`config.mk`:
```
export PLATFORM = sky130hd
export DESIGN_NAME = fifo_status_reader
export DESIGN_NICKNAME = d
export VERILOG_FILES = /design/src/rtl/fifo_status_reader.sv
export SDC_FILE = /design/constraint.sdc
export NUM_CORES = 1
export LEC_CHECK = 0
export BUFFER_PORTS_ARGS = -buffer_cell sky130_fd_sc_hd__buf_2
export CORE_MARGIN = 4
export CORE_UTILIZATION = 57
export DETAILED_ROUTE_END_ITERATION = 6
export PLACE_DENSITY_LB_ADDON = 0.12
export REMOVE_ABC_BUFFERS = 1
export SLEW_MARGIN = 0
export SYNTH_ARGS = -nofsm -noshare
export SYNTH_HDL_FRONTEND = slang
export SYNTH_SLANG_ARGS = --single-unit
export TNS_END_PERCENT = 5
```
`constraint.sdc`:
```
create_clock -name clock -period 1.9 [get_ports clock]
set_input_delay 0.38 -clock clock [delete_from_list [all_inputs] [get_ports clock]]
set_output_delay 0.38 -clock clock [all_outputs]
set_load 0.03 [all_outputs]
```
`src/rtl/fifo_status_reader.sv`:
```
// Counts FIFO overflow/underflow flag assertions and hands a snapshot to the host over valid/ack, then clears the monitor.
// Optional: define FIFO_STATUS_TIMESTAMP_EN to append a 16-bit first-overflow timestamp to status_word.

// state     | meaning
// S_IDLE    | waiting for rd_req
// S_PRESENT | status_word valid, waiting for status_ack
// S_CLEAR   | clear_out high for CLR_CYCLES cycles
// S_HOLD    | waiting HOLDOFF cycles for the monitor flags to drop
module fifo_status_reader #(
  parameter int CNT_WIDTH  = 12,
  parameter int CLR_CYCLES = 4,
  parameter int HOLDOFF    = 8
) (
  input  logic clock,
  input  logic reset_n,
  input  logic overflow_in,
  input  logic underflow_in,
  input  logic rd_req,
  input  logic status_ack,
  output logic status_valid,
`ifdef FIFO_STATUS_TIMESTAMP_EN
  output logic [2*CNT_WIDTH+17:0] status_word,
`else
  output logic [2*CNT_WIDTH+1:0] status_word,
`endif
  output logic clear_out,
  output logic busy
);

  localparam int TMAX = (CLR_CYCLES > HOLDOFF) ? CLR_CYCLES : HOLDOFF;
  localparam int TW   = (TMAX < 2) ? 1 : $clog2(TMAX + 1);

  typedef enum logic [1:0] {S_IDLE, S_PRESENT, S_CLEAR, S_HOLD} state_t;

  state_t               state;
  logic [TW-1:0]        timer;
  logic                 ovf_q, unf_q;
  logic [CNT_WIDTH-1:0] ovf_cnt, unf_cnt;
  logic                 ovf_edge, unf_edge, take_snap;
  logic [CNT_WIDTH-1:0] ovf_next, unf_next;

  assign ovf_edge  = overflow_in & ~ovf_q;
  assign unf_edge  = underflow_in & ~unf_q;
  assign take_snap = (state == S_IDLE) && rd_req;

  // Saturating increment; the same value feeds the snapshot so an edge on the snapshot cycle is kept.
  assign ovf_next = (ovf_edge && (ovf_cnt != '1)) ? ovf_cnt + CNT_WIDTH'(1) : ovf_cnt;
  assign unf_next = (unf_edge && (unf_cnt != '1)) ? unf_cnt + CNT_WIDTH'(1) : unf_cnt;

  always_ff @(posedge clock or negedge reset_n) begin
    if (!reset_n) begin
      ovf_q   <= 1'b0;
      unf_q   <= 1'b0;
      ovf_cnt <= '0;
      unf_cnt <= '0;
    end else begin
      ovf_q <= overflow_in;
      unf_q <= underflow_in;
      if (take_snap) begin
        ovf_cnt <= '0;
        unf_cnt <= '0;
      end else begin
        ovf_cnt <= ovf_next;
        unf_cnt <= unf_next;
      end
    end
  end

`ifdef FIFO_STATUS_TIMESTAMP_EN
  logic [15:0] ts_cnt;
  logic [15:0] ovf_ts;
  logic        ts_seen;
  logic [15:0] ts_snap;

  assign ts_snap = ts_seen ? ovf_ts : (ovf_edge ? ts_cnt : 16'd0);

  always_ff @(posedge clock or negedge reset_n) begin
    if (!reset_n) begin
      ts_cnt  <= '0;
      ovf_ts  <= '0;
      ts_seen <= 1'b0;
    end else begin
      ts_cnt <= ts_cnt + 16'd1;
      if (take_snap) begin
        ovf_ts  <= '0;
        ts_seen <= 1'b0;
      end else if (ovf_edge && !ts_seen) begin
        ovf_ts  <= ts_cnt;
        ts_seen <= 1'b1;
      end
    end
  end
`endif

  always_ff @(posedge clock or negedge reset_n) begin
    if (!reset_n) begin
      state        <= S_IDLE;
      timer        <= '0;
      status_valid <= 1'b0;
      status_word  <= '0;
      clear_out    <= 1'b0;
      busy         <= 1'b0;
    end else begin
      case (state)
        S_IDLE: begin
          if (rd_req) begin
            state        <= S_PRESENT;
            status_valid <= 1'b1;
            busy         <= 1'b1;
`ifdef FIFO_STATUS_TIMESTAMP_EN
            status_word  <= {overflow_in, underflow_in, ovf_next, unf_next, ts_snap};
`else
            status_word  <= {overflow_in, underflow_in, ovf_next, unf_next};
`endif
          end
        end
        S_PRESENT: begin
          if (status_ack) begin
            state        <= S_CLEAR;
            status_valid <= 1'b0;
            clear_out    <= 1'b1;
            timer        <= TW'(CLR_CYCLES - 1);
          end
        end
        S_CLEAR: begin
          if (timer == '0) begin
            state     <= S_HOLD;
            clear_out <= 1'b0;
            timer     <= TW'(HOLDOFF - 1);
          end else begin
            timer <= timer - TW'(1);
          end
        end
        S_HOLD: begin
          if (timer == '0) begin
            state <= S_IDLE;
            busy  <= 1'b0;
          end else begin
            timer <= timer - TW'(1);
          end
        end
        default: state <= S_IDLE;
      endcase
    end
  end

endmodule

```
==> results.json <==
{
  "rsz0062_at_grt": "no",
  "cts-root-buf": "clkbuf_8",
  "num_vias": 2304,
  "p_seq_frac": 0.391,
  "slew_viol_final": 0,
  "timing.final.hold_violations": 0,
  "ys_types": 43,
  "crit_required_ps": 2150,
  "crit_fanout": 8,
  "nets": 353,
  "rrSetupSlack_ps": 130,
  "ys_top_cells_by_area": "dfrtp_1 (52%), a21oi_1 (4.3%), a31oi_1 (4.3%)",
  "netlist_top_cells_count": "dfrtp_1 (61), nor2_1 (31), a21oi_1 (25), nand2_1 (23), o21ai_0 (21)",
  "timing.rr.start": "unf_cnt[0]",
  "synth_area_per_cell_um2": 9.91,
  "start_util": 0.601,
  "leakage_uw": 0.00149,
  "worstSetupPathType": "flop to flop",
  "grt_pass1_wl_um": 9580,
  "yosysSeqAreaShare": 0.524,
  "setup-tns-final_ps": 0,
  "numCtsBuffers": 9,
  "die_w_um": 79.5,
  "area_delta_synth_final_pct": 16.1,
  "peakVddDrop_v": 0.00112,
  "status": "finished, final reports clean",
  "antenna_found_initial": 0,
  "p_switching_uw": 2000,
  "final-setup-viol-count": 0,
  "tightest_slew_ps": 576,
  "r2r-end": "status_word[11]",
  "relSlewSlack": 0.613,
  "critPathArrivalTime_ps": 2030,
  "post-synth-top-count-cell": "dfrtp_1",
  "synth_area_um2": 2910,
  "final_antenna_net_count": 0,
  "routed_wl_um": 5440,
  "dpl.hpwl_um": 3780,
  "via_per_inst": 5.61,
  "p_total_uw": 4920,
  "clk_latency_ps": 330,
  "drc": 0,
  "ff2ff_path_depth": 6,
  "finalNonFillerCells": 411,
  "hold_class": "primary input to async pin",
  "endpoint_kind": "flop",
  "netlist.area_leader.share": 0.524,
  "grt_pass1_vias": 2210,
  "max_clock_freq_mhz": 564,
  "dp.cells": 395,
  "cap_violations": 0,
  "fill_cells": 393,
  "p_int_uw": 2920,
  "row_count": 25,
  "regArea_um2": 1530,
  "antennaDiodeCount": 0,
  "cts_setup_buffers": 0,
  "gp_congestion": 0.881,
  "io_pins": 35,
  "wire_per_inst_um": 13.2,
  "grt_max_degree": 66,
  "cts_tree": "built",
  "cts.clk_slew.worst_paths_ps": 70,
  "dr.pass1.iters": 4,
  "cts.sinks": 61,
  "ys_ff_latch": 61,
  "swShare": 0.407,
  "port_buffers": 34,
  "fp.dieH_um": 79.5,
  "synth-edff-count": 0,
  "htreeDepth": 3,
  "synthArstFlopShare": 1.00,
  "synth_top_cell_by_area": "dfrtp_1",
  "fin_util": 0.697,
  "die_area_um2": 6320,
  "yosys_warnings": 0,
  "finClkSkew_ps": 8.15,
  "hold_slack_ps": 32.4,
  "drive_above_1_share": 0.209,
  "coreArea_um2": 4850,
  "power_density_nw_per_um2": 1460,
  "period_needed_ps": 1770,
  "p_clk_frac": 0.207,
  "ctsLongestPathBuffers": 2,
  "synthCells": 294,
  "p_comb_frac": 0.402,
  "finalCritPeriodShare": 0.933,
  "grt.overflow.total": 0,
  "ys_dominant_reg_cell": "dfrtp_1",
  "multi_input_area_um2": 1290,
  "cp-start-kind": "flop",
  "grt.total_usage": 0.195,
  "drt_iter0_markers": 61
}
==> state kept, by name, indices dropped and copies added (netlist names) <==
signal,cells
status_word,26
timer,4
clear_out,1
status_valid,1
state,2
ovf_q,1
busy,1
unf_cnt,12
unf_q,1
ovf_cnt,12
==> power groups by stage <==
stage	combinational, uW	sequential (uW)	clock [uW]
2_1_floorplan	893	2460	0
3_3_place_gp	1980	1930	0
3_5_place_dp	2000	1950	0
4_1_cts	2000	1930	1050
5_1_grt	2210	1980	1100
6_report	1980	1930	1020
==> critical path: stages, from the launching register on <==
cell and delay (ps):
dfrtp_1 380, ha_1 250, nand2_1 110, o41ai_2 80, buf_4 180, or4_1 520
a31oi_1 190
==> through the flow <==
step           worst slack [ps]  cell area (um2)
6_report                    127             3380
5_1_grt                    22.5             3380
4_1_cts                    67.8             3370
3_5_place_dp               73.4             3200
3_3_place_gp                150             3200
2_1_floorplan              -265             2840
==> area by class of cell <==
class / instances / share of cell area
Tap cell: 67 / 0.0248
Sequential cell: 61 / 0.452
Clock buffer: 12 / 0.0459
Timing Repair Buffer: 44 / 0.0799
Inverter: 9 / 0.00999
Clock inverter: 4 / 0.00666
Multi-Input combinational cell: 214 / 0.381
==> what timing repair did <==
item	in CTS	in global routing
gates resized for setup	0	2
hold buffers	0	0
setup endpoints to repair	0	2
==> how the worst max path moves through the flow <==
| stage | startpoint | endpoint | cells after the start |
|---|---|---|---|
| after CTS | timer[0] | timer[1] | 6 |
| after floorplan | state[0] | status_word[10] | 4 |
| after global routing | unf_cnt[6] | status_word[1] | 5 |
| after global placement | timer[0] | timer[0] | 6 |
| after detailed placement | timer[0] | timer[1] | 6 |
| final | unf_cnt[0] | status_word[11] | 6 |
==> cells in the final DEF, fill, tap and decap left out, drive strengths merged, types with 4 or more instances in the layout <==
cell	count
a21oi	25
a31oi	20
and2	4
buf	44
clkbuf	12
dfrtp	61
ha	8
inv	9
nand2	23
nand2b	4
nand3	9
nand4	5
nor2	31
nor3	6
o21ai	21
o31ai	9
or3	13
or4	6
==> cells by family after synthesis <==
group                      Yosys count  share of synthesized area
xor gates and xnor gates             1                    0.00301
DFF                                 61                      0.524
muxes                                5                     0.0180
buffers and inverters               19                     0.0365
and+or+nand+nor                    113                      0.201
AOI/OAI and AO/OA                   87                      0.183
adders and majority gates            8                     0.0344
==> routing by layer <==
layer / vias up / routed length [um] / GRT usage
li1: 1178 / - / -
met1: 1068 / 2620 / 0.250
met2: 47 / 2430 / 0.305
met3: 11 / 267 / 0.0463
met4: 0 / 128 / 0.108
met5: - / 0 / 0
Note: power is estimated with default switching activity, not from simulation.
